===== src/rtl/penc_pkg.sv =====
// Shared types and helpers for the penc_serialiser priority encoder.
// Holds the drain FSM state encoding and the index-width function.
package penc_pkg;

    // Two-state controller: waiting for a vector, or emitting its indices.
    typedef enum logic {
        IDLE  = 1'b0,
        DRAIN = 1'b1
    } state_t;

    // Index width for an N-input encoder; never narrower than one bit.
    function automatic int penc_w(input int n);
        return (n < 2) ? 1 : $clog2(n);
    endfunction

endpackage


===== src/rtl/penc_msb_find.sv =====
// Combinational highest-set-bit finder for an N-bit vector.
// Returns the index, an any-bit-set flag and a one-hot mask of that bit.
module penc_msb_find
    import penc_pkg::*;
#(
    parameter int N = 8,
    parameter int W = penc_w(N)
) (
    input  logic [N-1:0] i_vec,
    output logic [W-1:0] o_idx,
    output logic         o_any,
    output logic [N-1:0] o_mask
);

    // Upward scan: the last set bit seen is the highest, so it wins.
    always_comb begin
        o_idx  = '0;
        o_any  = 1'b0;
        o_mask = '0;
        for (int k = 0; k < N; k++) begin
            if (i_vec[k]) begin
                o_idx     = W'(k);
                o_any     = 1'b1;
                o_mask    = '0;
                o_mask[k] = 1'b1;
            end
        end
    end

endmodule


===== src/rtl/penc_serialiser.sv =====
// Captures a multi-hot request vector, then emits one index per beat, MSB first.
// Optional PENC_POPCNT_EN adds out_cnt, the popcount of the captured vector.
module penc_serialiser
    import penc_pkg::*;
#(
    parameter int N = 8,
    parameter int W = penc_w(N)
) (
    input  logic         clk,
    input  logic         rst_n,
    input  logic [N-1:0] in_req,
    input  logic         in_valid,
    output logic         in_ready,
    output logic [W-1:0] out_idx,
    output logic         out_valid,
    input  logic         out_ready,
    output logic         out_last,
    output logic         out_none
`ifdef PENC_POPCNT_EN
    ,
    output logic [W:0]   out_cnt
`endif
);

    state_t         r_state;
    state_t         w_state_nxt;
    logic [N-1:0]   r_pend;
    logic [N-1:0]   w_pend_nxt;
    logic           r_nonzero;
    logic           w_nonzero_nxt;

    logic [W-1:0]   w_idx;
    logic           w_any;
    logic [N-1:0]   w_mask;
    logic           w_drain;
    logic           w_last;

    penc_msb_find #(
        .N      (N),
        .W      (W)
    ) u_msb (
        .i_vec  (r_pend),
        .o_idx  (w_idx),
        .o_any  (w_any),
        .o_mask (w_mask)
    );

    assign w_drain = (r_state == DRAIN);

    // Last beat once the reported bit is the only one left (or pend is empty).
    assign w_last = w_drain && ((r_pend & ~w_mask) == '0);

    // Outputs depend only on registered state and pend.
    always_comb begin
        in_ready  = !w_drain;
        out_valid = w_drain;
        out_idx   = '0;
        out_last  = 1'b0;
        out_none  = 1'b0;
        if (w_drain) begin
            out_idx  = w_any ? w_idx : '0;
            out_last = w_last;
            out_none = !r_nonzero;
        end
    end

    // Next-state logic: capture in IDLE, peel one bit per accepted beat in DRAIN.
    always_comb begin
        w_state_nxt   = r_state;
        w_pend_nxt    = r_pend;
        w_nonzero_nxt = r_nonzero;
        unique case (r_state)
            IDLE: begin
                if (in_valid) begin
                    w_pend_nxt    = in_req;
                    w_nonzero_nxt = |in_req;
                    w_state_nxt   = DRAIN;
                end
            end
            DRAIN: begin
                if (out_ready) begin
                    w_pend_nxt = r_pend & ~w_mask;
                    if (w_last) begin
                        w_state_nxt = IDLE;
                    end
                end
            end
            default: begin
                w_state_nxt = IDLE;
            end
        endcase
    end

    // State, pending vector and zero-flag registers.
    always_ff @(posedge clk or negedge rst_n) begin
        if (!rst_n) begin
            r_state   <= IDLE;
            r_pend    <= '0;
            r_nonzero <= 1'b0;
        end else begin
            r_state   <= w_state_nxt;
            r_pend    <= w_pend_nxt;
            r_nonzero <= w_nonzero_nxt;
        end
    end

`ifdef PENC_POPCNT_EN
    logic [W:0] r_cnt;
    logic [W:0] w_cnt;

    // Popcount of the incoming request vector.
    always_comb begin
        w_cnt = '0;
        for (int k = 0; k < N; k++) begin
            w_cnt = w_cnt + (W+1)'(in_req[k]);
        end
    end

    // Count is latched at capture and held through the drain.
    always_ff @(posedge clk or negedge rst_n) begin
        if (!rst_n) begin
            r_cnt <= '0;
        end else if (!w_drain && in_valid) begin
            r_cnt <= w_cnt;
        end
    end

    assign out_cnt = r_cnt;
`endif

endmodule


===== config.mk =====
export PLATFORM = sky130hd
export DESIGN_NAME = penc_serialiser
export DESIGN_NICKNAME = d
export VERILOG_FILES = /design/src/rtl/penc_pkg.sv /design/src/rtl/penc_msb_find.sv /design/src/rtl/penc_serialiser.sv
export SDC_FILE = /design/constraint.sdc
export NUM_CORES = 1
export LEC_CHECK = 0
export ABC_AREA = 0
export ABC_CLOCK_PERIOD_IN_PS = 1200
export BUFFER_PORTS_ARGS = -buffer_cell sky130_fd_sc_hd__buf_2
export CORE_UTILIZATION = 44
export CTS_CLUSTER_DIAMETER = 60
export DETAILED_ROUTE_END_ITERATION = 8
export PLACE_DENSITY = 0.75
export SLEW_MARGIN = 40
export SYNTH_ARGS = -nofsm -noshare
export SYNTH_HDL_FRONTEND = slang
export SYNTH_SLANG_ARGS = --single-unit

===== constraint.sdc =====
create_clock -name clk -period 1.2 [get_ports clk]
set_input_delay 0.12 -clock clk [delete_from_list [all_inputs] [get_ports clk]]
set_output_delay 0.12 -clock clk [all_outputs]
set_load 0.005 [all_outputs]

* Word level (Yosys, flattened, before mapping)
Index checks and enable logic that the tools add are counted.
** Word-level totals
- Register bits :: 10
- Input bits :: 12
- Output and inout bits :: 7
- Word-level logic and storage cells :: 49
** Operators by class
- Equal/unequal tests :: 2
- Mux-type cells :: 34
- Bitwise gates (word level) :: 3
- Reductions and logical operators :: 7
** Operators by type and width (number)
- 8-bit two-way mux :: 3
- 3-bit two-way mux :: 7
- 8-bit one-hot mux with 2 select lines :: 1
- 1-bit two-way mux :: 15
- 8-bit bitwise AND :: 1
- 8-bit logical NOT :: 1
- 8-bit inverter :: 1
- 8-bit OR reduction :: 1
- 7-bit two-way mux :: 1
- 2-bit two-way mux :: 3
- 6-bit two-way mux :: 1
- 5-bit two-way mux :: 1
- 4-bit two-way mux :: 1
- 2-bit != test, second input constant :: 2
- 2-bit AND reduction :: 2
- 1-bit logical NOT :: 2
- 1-bit one-hot mux with 2 select lines :: 1
- 1-bit logical AND :: 1
- 1-bit inverter :: 1

* Longest topological paths before layout
- Word-level depth :: 15
- Gate-level depth with buffers :: 5
- Gate-level depth less buffers :: 4

* By module
Synthesis repeated with hierarchy kept, for this count alone.
** Second synthesis, totals
- Cell total of the unflattened synthesis :: 90
- Area total of the unflattened synthesis :: 742.0 sq um
** By module, submodules not included
- penc_serialiser :: instances 1, cells each 70, area each 615.6 sq um, seq. area each 250.2 sq um
- penc_msb_find :: instances 1, cells each 20, area each 126.4 sq um, seq. area each 0.0 sq um

* Least setup slack after synthesis
Ideal clock, no wire load.
- Path kind :: flip-flop to flip-flop
- Start :: register r_pend[7]
- End :: register r_state, in the netlist out_valid
- Setup time :: 0.124 ns
- Arrival :: 1.181 ns
- Data required time :: 1.076 ns
- Path slack :: -0.104 ns
- Cell stages (with the launch flop) :: 6
- Buffers on the path :: 1
- Period minus slack after synthesis :: 1.304 ns
- Cells stage by stage :: dfrtp_1 > buf_6 > nor4_4 > o211ai_2 > a21oi_2 > a21oi_1
** On the way
- Word-level cells in the longest chain between the ends :: 8
** Ends and longest elaborated chain
- from (decl) :: RTL line penc_serialiser.sv:27 : logic [N-1:0] r_pend;
- from (signal assigned) :: RTL line penc_serialiser.sv:102 : r_pend <= w_pend_nxt;
- 8-bit two-way mux :: RTL line penc_msb_find.sv:21 : if (i_vec[k]) begin
- 8-bit inverter :: RTL line penc_serialiser.sv:51 : assign w_last = w_drain && ((r_pend & ~w_mask) == '0);
- 8-bit bitwise AND (*) :: RTL line penc_serialiser.sv:51
- 8-bit logical NOT (*) :: RTL line penc_serialiser.sv:51
- 1-bit logical AND (*) :: RTL line penc_serialiser.sv:51
- 1-bit two-way mux (*) :: RTL line penc_serialiser.sv:83 : if (w_last) begin
- 1-bit two-way mux (*) :: RTL line penc_serialiser.sv:81 : if (out_ready) begin
- 1-bit one-hot mux with 2 select lines (*) :: RTL line penc_serialiser.sv:72 : unique case (r_state)
- named net w_state_nxt :: RTL line penc_serialiser.sv:26 : state_t w_state_nxt;
- to (signal assigned) :: RTL line penc_serialiser.sv:101 : r_state <= w_state_nxt;
- to (decl) :: RTL line penc_serialiser.sv:25 : state_t r_state;
Mark *: on every way through the listed nets, which the timed path passes. The rest lies on a longest branch.
A chain may end at the register's enable or synchronous reset.

* Worst setup path after layout
- Start :: register r_pend[7]
- End :: output port out_last
** On the way
- Word-level cells in the longest chain between the ends :: 6
** Ends and longest elaborated chain
- 8-bit two-way mux :: RTL line penc_msb_find.sv:21
- 8-bit inverter :: RTL line penc_serialiser.sv:51
- 8-bit bitwise AND (*) :: RTL line penc_serialiser.sv:51
- 8-bit logical NOT (*) :: RTL line penc_serialiser.sv:51
- 1-bit logical AND (*) :: RTL line penc_serialiser.sv:51
- 1-bit two-way mux (*) :: RTL line penc_serialiser.sv:60 : if (w_drain) begin
- to (decl) :: RTL line penc_serialiser.sv:17 : output logic out_last,
Every way passes the cells marked *; elsewhere a longest branch is shown, timed or not.

==> reports/qor.csv <==
metric,value,unit
slew_headroom,0.808,
crit_cells,4,
clk_latency,0.28,ns
hold_start,out_ready,
die_h,40.8,um
hold_class,in2reg,
io_buffers,18,
place_area,855,um^2
area_growth_syn_to_layout,56.6,%
power_switching,1.30,mW
p_leak,0.475,nW
worstSetupEndpointType,output pin,
syn_avg_cell_area,8.84,um^2
seq_area_frac_synth,0.377,
grt-ovfl-total,0,
routedWlPerCell,16.9,um
synth-seq-cells,10,
reg2regPathDepth,6,
num_rows,13,
grt_pass1_wl,3110,um
synth_nets,87,
drv_slew,0,
synth_warnings,0,
cp_top_family,flip-flops,
synth.cell_area,663,um^2
cp.required,1.08,ns
finalHoldViolCount,0,
p_seq_frac,0.232,
drt_wl_total,2160,um
cts_buffers,3,
cts_sinks,10,
nNetsFinal,126,
pwr-share-comb,0.662,
grt_pass1_vias,749,
cap_violations,0,
period_needed,1.63,ns
postSynthCellCount,75,
reg2reg_slack,-0.21,ns
skew,0.000536,ns
critPathMaxFanout,5,
clkPwrFrac,0.106,
critical_path_class,reg2out,
irDropWorstVdd,1.44,mV
design.core.area,1350,um^2
max_freq,615,MHz
htreeDepth,1,
post-route-period-util,1.35,
crit_chain,nor4_4 > o211ai_2 > a21oi_2 > buf_2,
hpwl,1360,um
crit_slowest_cell,dfrtp_2,
route.detailed.drc,0,
yosysTopAreaCell,dfrtp_1,
cp_slowest_stage_delay,0.46,ns
min_path_cells,2,
dieArea,1670,um^2
worst_pin_slew,0.285,ns
drt-vias-per-instance,6.06,
drtIter0Drc,20,
clock-root-buffer,clkbuf_4,
diodes,0,
antenna_found_initial,0,
drive_above_1_share,0.549,
timing.rr.start,r_pend[5]$_DFFE_PN0P_,
grtUsageTotal,0.297,
synth_area_leaders,"dfrtp_1 (38%), mux2i_1 (12%), o21ai_0 (6.8%)",
grt_setup_unrepaired,true,
setup_viol,10,
critPathLaunch,r_pend[7]$_DFFE_PN0P_,
crit_buf_inv,1,
stdcell_area,1040,um^2
p_per_area,2910,nW/um^2
synth-main-ff-cell,dfrtp_1,
cts_buffer_depth,2,
status,"complete, but fails checks",
grt_max_degree,12,
tns,-2.17,ns
gp_congestion,0.806,
yosysTopAreaCellShare,0.377,
cts.reportedPaths.clkPinSlew,0.07,ns
arrival,1.51,ns
ant_nets,0,
start_util,0.491,
synth_edf_count,0,
synthArstFlopShare,1.00,
cell_internal_pwr,1.72,mW
layout_common_cells,"buf_2 (18), buf_4 (18), mux2i_1 (8)",
setup_ws,-0.426,ns
switching_share,0.431,
first_pass_iters,4,
io_pins,19,
cp-start-kind,register,
violations,negative setup slack,
via_count,776,
synth.distinct_cells,25,
tritoncts,built,
die_w,40.8,um
==> metal layers <==
metal | vias to the layer above | wire length [um] | GRT usage
met4 | 0 | 132 | 0.192
li1 | 355 | - | -
met5 | - | 0 | 0
met3 | 15 | 127 | 0.0326
met1 | 363 | 862 | 0.340
met2 | 43 | 1040 | 0.516
==> Yosys cell counts (2+ instances only) <==
cell / number
o21ai_0: 9
nand2_1: 3
nor2_1: 7
dfrtp_1: 10
a21oi_1: 4
a211oi_1: 2
buf_2: 3
inv_1: 4
mux2i_1: 8
o22ai_1: 2
clkbuf_1: 2
nand3_1: 3
nor4_1: 4
o211ai_1: 3
==> registers in the layout, summed over array words and instances (netlist names) <==
name	flops
r_pend	8
out_valid	1
r_nonzero	1
==> area by class of cell <==
type,instances,area [um^2]
Fill cell,97,312
Timing Repair Buffer,40,269
Sequential cell,10,255
Clock buffer,4,36.3
Tap cell,15,18.8
Inverter,4,15.0
Multi-Input combinational cell,55,444
==> stage by stage <==
step / util / power [mW] / instances / worst slack, ns / hold WS [ns]
after global placement: 0.633 / 2.05 / 117 / -0.0750 / -0.00411
after global routing: 0.769 / 3.22 / 128 / -0.482 / 0.130
after CTS: 0.726 / 2.73 / 126 / -0.400 / 0.114
final: 0.769 / 3.02 / 128 / -0.426 / 0.116
after detailed placement: 0.633 / 2.11 / 117 / -0.115 / -0.000951
after floorplan: - / 1.46 / 75 / -0.0608 / -0.176
==> what timing repair did <==
| action | in CTS | in global routing |
|---|---|---|
| pin swaps | 2 | 5 |
| setup buffers | 4 | 2 |
| hold buffers | 1 | 0 |
| setup endpoints to repair | 8 | 12 |
| gates resized for setup | 14 | 11 |
| endpoints found under the hold margin | 10 | 0 |
==> worst paths after layout <==
kind,end
setup / recovery,out_last
hold / removal,out_valid$_DFF_PN0_
setup reg to reg,r_pend[1]$_DFFE_PN0P_
hold reg to reg,r_nonzero$_DFFE_PN0P_
max in group asynchronous,r_pend[7]$_DFFE_PN0P_
min in group asynchronous,r_nonzero$_DFFE_PN0P_
==> power groups by stage <==
| stage | combinational (mW) | sequential (mW) | clock [mW] |
|---|---|---|---|
| 2_1_floorplan | 0.845 | 0.612 | 0 |
| 3_3_place_gp | 1.40 | 0.652 | 0 |
| 3_5_place_dp | 1.45 | 0.661 | 0 |
| 4_1_cts | 1.74 | 0.675 | 0.316 |
| 5_1_grt | 2.18 | 0.721 | 0.326 |
| 6_report | 2.00 | 0.702 | 0.320 |
==> cells by family (layout without fill, tap and decap cells) <==
family | after synthesis | in the layout | synth area share
muxes | 8 | 8 | 0.121
AOI/OAI and AO/OA | 26 | 26 | 0.253
DFF | 10 | 10 | 0.377
and+or+nand+nor | 21 | 21 | 0.175
buffers and inverters | 10 | 48 | 0.0736
Note: power is estimated with default switching activity, not from simulation.
